--- src/rtl/mdu_sequencer.sv ---
`default_nettype none
// ============================================================================
// Module      : mdu_sequencer
// Description : Control sequencer for the shared iterative multiply/divide
//               unit in the EX stage. Starts the MDU on an M-extension op,
//               counts its fixed latency while stalling the front end, then
//               steers the MDU result into EX/MEM for one cycle. A flush
//               aborts an in-flight op.
// Revision    : 1.0 - initial release
// ============================================================================
module mdu_sequencer #(
    parameter int MUL_LAT = 2,
    parameter int DIV_LAT = 33,
    parameter int CNT_W   = $clog2(DIV_LAT + 1)
) (
    input  logic       clk,
    input  logic       rst_n,
    input  logic       ex_valid,
    input  logic       ex_is_mdu,
    input  logic [2:0] ex_funct3,
    input  logic       ex_rs2_zero,
    input  logic       flush,
    output logic       mdu_start,
    output logic [2:0] mdu_op,
    output logic       mdu_abort,
    output logic       PCwrite,
    output logic       IF_IDwrite,
    output logic       ID_EXwrite,
    output logic       EX_MEMbubble,
    output logic       result_sel,
    output logic       busy
);

    typedef enum logic [1:0] {
        S_IDLE = 2'd0,
        S_RUN  = 2'd1,
        S_DONE = 2'd2
    } state_t;

    // Counter preload values are latency minus one: the start cycle itself
    // is the first cycle of the latency window.
    localparam logic [CNT_W-1:0] c_mul_m1 = CNT_W'(MUL_LAT - 1);
    localparam logic [CNT_W-1:0] c_div_m1 = CNT_W'(DIV_LAT - 1);
    localparam logic [CNT_W-1:0] c_one    = CNT_W'(1);

    state_t           r_state;
    logic [CNT_W-1:0] r_cnt;
    logic [2:0]       r_op;

    logic             w_trigger;
    logic [CNT_W-1:0] w_lat_m1;
    logic             w_we;

    // A new op may only be accepted while idle and not being killed.
    assign w_trigger = (r_state == S_IDLE) && ex_valid && ex_is_mdu && !flush;

    // Effective latency minus one; divide by zero completes in a single cycle.
    always_comb begin
        if (ex_funct3[2] && ex_rs2_zero) begin
            w_lat_m1 = '0;
        end else if (ex_funct3[2]) begin
            w_lat_m1 = c_div_m1;
        end else begin
            w_lat_m1 = c_mul_m1;
        end
    end

    // State, latency counter and captured opcode.
    always_ff @(posedge clk or negedge rst_n) begin
        if (!rst_n) begin
            r_state <= S_IDLE;
            r_cnt   <= '0;
            r_op    <= '0;
        end else begin
            case (r_state)
                S_IDLE: begin
                    if (w_trigger) begin
                        r_op    <= ex_funct3;
                        r_cnt   <= w_lat_m1;
                        r_state <= (w_lat_m1 == '0) ? S_DONE : S_RUN;
                    end
                end
                S_RUN: begin
                    // Flush wins over counter expiry.
                    if (flush) begin
                        r_state <= S_IDLE;
                        r_cnt   <= '0;
                    end else if (r_cnt <= c_one) begin
                        r_state <= S_DONE;
                        r_cnt   <= '0;
                    end else begin
                        r_cnt   <= r_cnt - c_one;
                    end
                end
                S_DONE: begin
                    r_state <= S_IDLE;
                    r_cnt   <= '0;
                end
                default: begin
                    r_state <= S_IDLE;
                    r_cnt   <= '0;
                end
            endcase
        end
    end

    // Pipeline control decoded from the registered state plus this cycle's
    // trigger/flush, so the stall takes effect in the same cycle as start.
    always_comb begin
        mdu_start    = 1'b0;
        mdu_abort    = 1'b0;
        w_we         = 1'b1;
        EX_MEMbubble = 1'b0;
        result_sel   = 1'b0;
        case (r_state)
            S_IDLE: begin
                if (w_trigger) begin
                    mdu_start    = 1'b1;
                    w_we         = 1'b0;
                    EX_MEMbubble = 1'b1;
                end
            end
            S_RUN: begin
                EX_MEMbubble = 1'b1;
                if (flush) begin
                    mdu_abort = 1'b1;
                end else begin
                    w_we      = 1'b0;
                end
            end
            S_DONE: begin
                if (flush) begin
                    mdu_abort    = 1'b1;
                    EX_MEMbubble = 1'b1;
                end else begin
                    result_sel   = 1'b1;
                end
            end
            default: begin
                w_we = 1'b1;
            end
        endcase
    end

    assign PCwrite    = w_we;
    assign IF_IDwrite = w_we;
    assign ID_EXwrite = w_we;
    assign mdu_op     = r_op;
    assign busy       = (r_state != S_IDLE);

endmodule
`default_nettype wire
--- config.mk ---
export PLATFORM = sky130hd
export DESIGN_NAME = mdu_sequencer
export DESIGN_NICKNAME = d
export VERILOG_FILES = /design/src/rtl/mdu_sequencer.sv
export SDC_FILE = /design/constraint.sdc
export NUM_CORES = 1
export LEC_CHECK = 0
export ABC_AREA = 0
export CELL_PAD_IN_SITES_DETAIL_PLACEMENT = 0
export CELL_PAD_IN_SITES_GLOBAL_PLACEMENT = 2
export CORE_MARGIN = 2
export CORE_UTILIZATION = 25
export CTS_BUF_LIST = sky130_fd_sc_hd__clkbuf_16
export DETAILED_ROUTE_END_ITERATION = 16
export GPL_ROUTABILITY_DRIVEN = 0
export PLACE_DENSITY = 0.8
export SETUP_SLACK_MARGIN = 0.2
export SLEW_MARGIN = 10
export SYNTH_ARGS = -nofsm -noshare
export SYNTH_HDL_FRONTEND = slang
export SYNTH_SLANG_ARGS = --single-unit
--- constraint.sdc ---
create_clock -name clk -period 1.7 [get_ports clk]
set_input_delay 0.34 -clock clk [delete_from_list [all_inputs] [get_ports clk]]
set_output_delay 0.34 -clock clk [all_outputs]
set_load 0.05 [all_outputs]
==> Word-level counts from Yosys, hierarchy flattened <==
Index checks and enable logic that the tools add are counted.
{ "classes": {"order_cmp": 1, "addsub": 1, "eq_ne": 4, "reduce_logical": 11, "n_mux": 20} }
{ "op_table": {"columns": ["cell", "count"], "rows": [
  ["6-bit 2-to-1 mux", 5],
  ["6-bit case mux with 2 select lines", 1],
  ["2-bit 2-to-1 mux", 4],
  ["1-bit 2-to-1 mux", 7],
  ["6-bit by 1-bit less-or-equal comparator with 1-bit output (second input constant)", 1],
  ["6-bit logical NOT", 1],
  ["6-bit by 1-bit subtractor with 6-bit output (second input constant)", 1],
  ["1-bit logical AND", 4],
  ["2-bit case mux with 2 select lines", 1],
  ["2-bit AND reduction", 2],
  ["3-bit inequality test (second input constant)", 1],
  ["1-bit case mux with 3 select lines", 1],
  ["2-bit by 1-bit equality test with 1-bit output (second input constant)", 1],
  ["2-bit equality test (second input constant)", 1],
  ["2-bit logical NOT", 1],
  ["2-bit inequality test (second input constant)", 1],
  ["1-bit case mux with 2 select lines", 1],
  ["2-bit nonzero test", 1],
  ["2-bit OR reduction", 1],
  ["1-bit logical NOT", 1]
]} }
{ "totals": {"register_bits": 11, "word_cells": 40, "in_bits": 9} }

==> Logic depth before layout (Yosys ltp) <==
{ "logic_depth": {"ltp_word": 6, "mapped_depth": 6, "mapped_depth_nobuf": 6} }

==> Least setup slack after synthesis <==
OpenSTA, ideal clock, no wires.
{ "synth_path": {"path_type": "flip-flop to output port", "from": "reg r_state[0]", "to": "out IF_IDwrite", "setup_slack_ns": -0.490, "path_stages_with_launch": 7, "arrival_time_ns": 1.850, "path_buffers": 1, "t_required_ns": 1.360, "path_cell_list": "dfrtp_1 > inv_1 > ha_1 > inv_1 > o21ai_0 > nand2_1 > buf_4"} }
{ "synth_via": {"elab_chain_len": 6} }
{ "synth_rtl": {"columns": ["item", "line", "text"], "rows": [
  ["from (decl)", "46", "state_t r_state;"],
  ["from (signal assigned)", "80", "r_state <= (w_lat_m1 == '0) ? S_DONE : S_RUN;"],
  ["2-bit logical NOT", "55, 115", null],
  ["1-bit logical AND (3 in series)", "55", "assign w_trigger = (r_state == S_IDLE) && ex_valid && ex_is_mdu && !flush;"],
  ["1-bit 2-to-1 mux", "117", "if (w_trigger) begin"],
  ["1-bit case mux with 2 select lines *", "115", "case (r_state)"],
  ["to (decl)", "27", "output logic IF_IDwrite,"]
]} }
Every way passes the cells marked *; elsewhere a longest branch is shown, timed or not.

==> Worst setup path in the final report <==
{ "layout_path": {"from": "reg r_state[1]", "to": "out busy"} }
{ "layout_via": {"elab_chain_len": 1} }
{ "layout_rtl": {"columns": ["item", "line", "text"], "rows": [
  ["2-bit nonzero test", "149", "assign busy = (r_state != S_IDLE);"],
  ["to (decl)", "31", "output logic busy"]
]} }
Every way passes these cells.

==> flow_metrics.tcl <==
set metrics [dict create \
    core_mm2 0.002758 \
    htreeDepth 1 \
    synth_largest_area_cell "dfrtp_1" \
    synthMuxAreaShare 0.04639 \
    worstSkewPairLatency_ps 240 \
    hpwlAfterDp_mm 1.459 \
    max_freq_mhz 546.7 \
    grt_start_max_net_pins 12 \
    die_w_um 57.97 \
    timing.final.ws_setup_ps -129.1 \
    clk_pin_slew_worst_paths_ps 40 \
    synth.area.top_cells "dfrtp_1, ha_1, o21ai_0" \
    syn_inst 74 \
    antenna_found_initial 0 \
    crit_path_end_kind "output pin" \
    portBuffers 19 \
    worst_pin_slew_ps 503.6 \
    worstSetupPathType "register to output pin" \
    yosysMostFrequentCell "dfrtp_1" \
    netlist_area_um2 728.2 \
    rows 19 \
    rsz0062_at_grt "true" \
    violations "negative setup slack" \
    synth_compound_area_frac 0.1856 \
    start_util 0.2641 \
    period_minus_slack_ps 1829 \
    power.total_mw 2.531 \
    synth_common_cells "dfrtp_1, o21ai_0, ha_1, inv_1" \
    via_per_inst 4.686 \
    arrival_ps 1490 \
    p_per_area_mw_per_mm2 1724 \
    ioPinCount 20 \
    ir_worst_vdd_mv 1.656 \
    cp-start-kind "register" \
    synth_async_sr_flop_share 1.000 \
    drt_iter0_drc 7 \
    wl_mm 2.019 \
    setup_violations 5 \
    cts_tree "done" \
    yosysWarnings 0 \
    synth_xor_area_frac 0 \
    fin_area_mm2 0.001468 \
    cts.sinks 11 \
    yosys.area_share.simple 0.2354 \
    cts_buffers 3 \
    synth_adder_area_share 0.1031 \
    grt-ovfl-total 0 \
    drive_above_1_share 0.6639 \
    synth_ff_type "dfrtp_1" \
    vias 717 \
    wl_per_cell_um 13.20 \
    post-route-drc-count 0 \
    hold_ws_ps 443.2 \
    worstPathRequired_ps 1360 \
    grt_pass1_wl_mm 3.394 \
    synth_top_area_share 0.3780 \
    slew_violations 0 \
    n_fill_cell 232 \
    slew_headroom 0.6632 \
    rr_worst_depth 9 \
    hold_violations 0 \
    dr.pass1.iters 3 \
    die_h_um 57.97 \
    crit_fanout 4 \
    nNetsFinal 138 \
    clockBufferDepth 2 \
    synth_top_family_by_area "simple AND/OR/NAND/NOR gates" \
    status "finished with violations" \
    maxCapViolations 0 \
    skew_ps 0.8642 \
    ys_types 29 \
    yosys_register_bits 11 \
    die-area_mm2 0.003361 \
    ys_seq_area_frac 0.3780 \
    ant_nets 0 \
    synth_area_per_cell_um2 9.841 \
    leakagePower_nw 0.6656 \
    areaGrowthSynthToFinish_pct 101.5 \
    postPlaceCellArea_mm2 0.001156 \
    hold_class "primary input to async pin" \
    track_usage 0.1302 \
    timing.final.crit_share 1.076 \
    diodes 0 \
    grt_pass1_vias 767 \
    preCtsSetupSlack_ps -206.6 \
    cts_root_buffer "clkbuf_16" \
    synth_edf_count 0 \
    synthesis.nets 89 \
]
==> cells by family after synthesis <==
logic type / Yosys count
flip-flops: 11
buffers and inverters: 8
adder cells (fa/ha/maj): 6
AO/OA/AOI/OAI: 19
multiplexers: 3
AND/OR/NAND/NOR: 27
==> per-stage QoR <==
step	std cells	TNS (ps)	util
final	153	-558.7	0.5322
after floorplan	74	-260.1	-
after CTS	147	-564.4	0.4982
after global placement	135	-1770	0.4192
after detailed placement	135	-2091	0.4192
after global routing	153	-926.6	0.5322
==> registers in the layout, summed over array words and instances, names as in the netlist <==
signal,flops
mdu_op,3
r_state,2
r_cnt,6
==> final cells by class <==
class | instances | area, um^2 | share of cell area
flip-flops and latches | 11 | 277.8 | 0.1893
clock buffers | 3 | 75.07 | 0.05115
well taps | 31 | 38.79 | 0.02643
multi-input cells | 55 | 554.3 | 0.3777
repair buffers | 46 | 484.2 | 0.3299
inverters | 6 | 33.78 | 0.02302
clock inverters | 1 | 3.754 | 0.002558
==> routing by layer <==
metal,share of wire,GRT usage,wire length (um),vias to the layer above
met5,0,0,0,-
met4,0,0.01993,0,0
met3,0.034,0.02902,69,0
met2,0.52,0.2273,1051,15
met1,0.44,0.1676,897,345
li1,-,-,-,357
==> power by group <==
| group | leakage, nW | total (mW) | internal (mW) | switching [mW] |
|---|---|---|---|---|
| combinational | 0.481 | 1.73 | 0.826 | 0.903 |
| sequential | 0.142 | 0.379 | 0.328 | 0.0514 |
| clock | 0.0423 | 0.422 | 0.309 | 0.114 |
==> timing repair <==
action	CTS	global route
cloned	0	0
pin swaps	8	4
hold buffers	0	0
buffers inserted	8	6
endpoints found under the setup margin	18	19
gates resized for setup	27	15
==> cell usage in the layout, fill, tap and decap left out, types with 2 or more instances in the layout <==
master	n
clkdlybuf4s50_1	5
and2b_2	2
buf_4	24
clkbuf_16	3
mux2_4	3
inv_2	3
or3_4	2
o21ai_2	2
dlygate4sd2_1	3
dfrtp_2	2
buf_12	8
a22o_1	3
nor2_1	2
o21ai_0	5
buf_6	6
a21oi_1	2
nor2_4	2
a21oi_2	2
ha_4	2
dfrtp_1	9
ha_2	3
nand2_1	2
==> path summary, 6_finish.rpt <==
kind | start | end | slack (ps)
worst max-delay path | r_state[1]$_DFFE_PN0P_ | busy | -130
worst min-delay path | rst_n | r_cnt[5]$_DFFE_PN0P_ | 440
worst max register to register | r_state[1]$_DFFE_PN0P_ | mdu_op[1]$_DFFE_PN0P_ | 30
worst min register to register | mdu_op[0]$_DFFE_PN0P_ | mdu_op[0]$_DFFE_PN0P_ | 510
max in group asynchronous | rst_n | r_state[0]$_DFFE_PN0P_ | 890
min in group clk | mdu_op[0]$_DFFE_PN0P_ | mdu_op[0]$_DFFE_PN0P_ | 510
==> critical path, stage by stage (launching register included) <==
cell and delay [ps]:
dfrtp_1 380, inv_2 90, buf_6 100, ha_4 160, clkinvlp_4 100, buf_4 150, buf_4 140, buf_12 140
(Power assumes the default switching activity.)
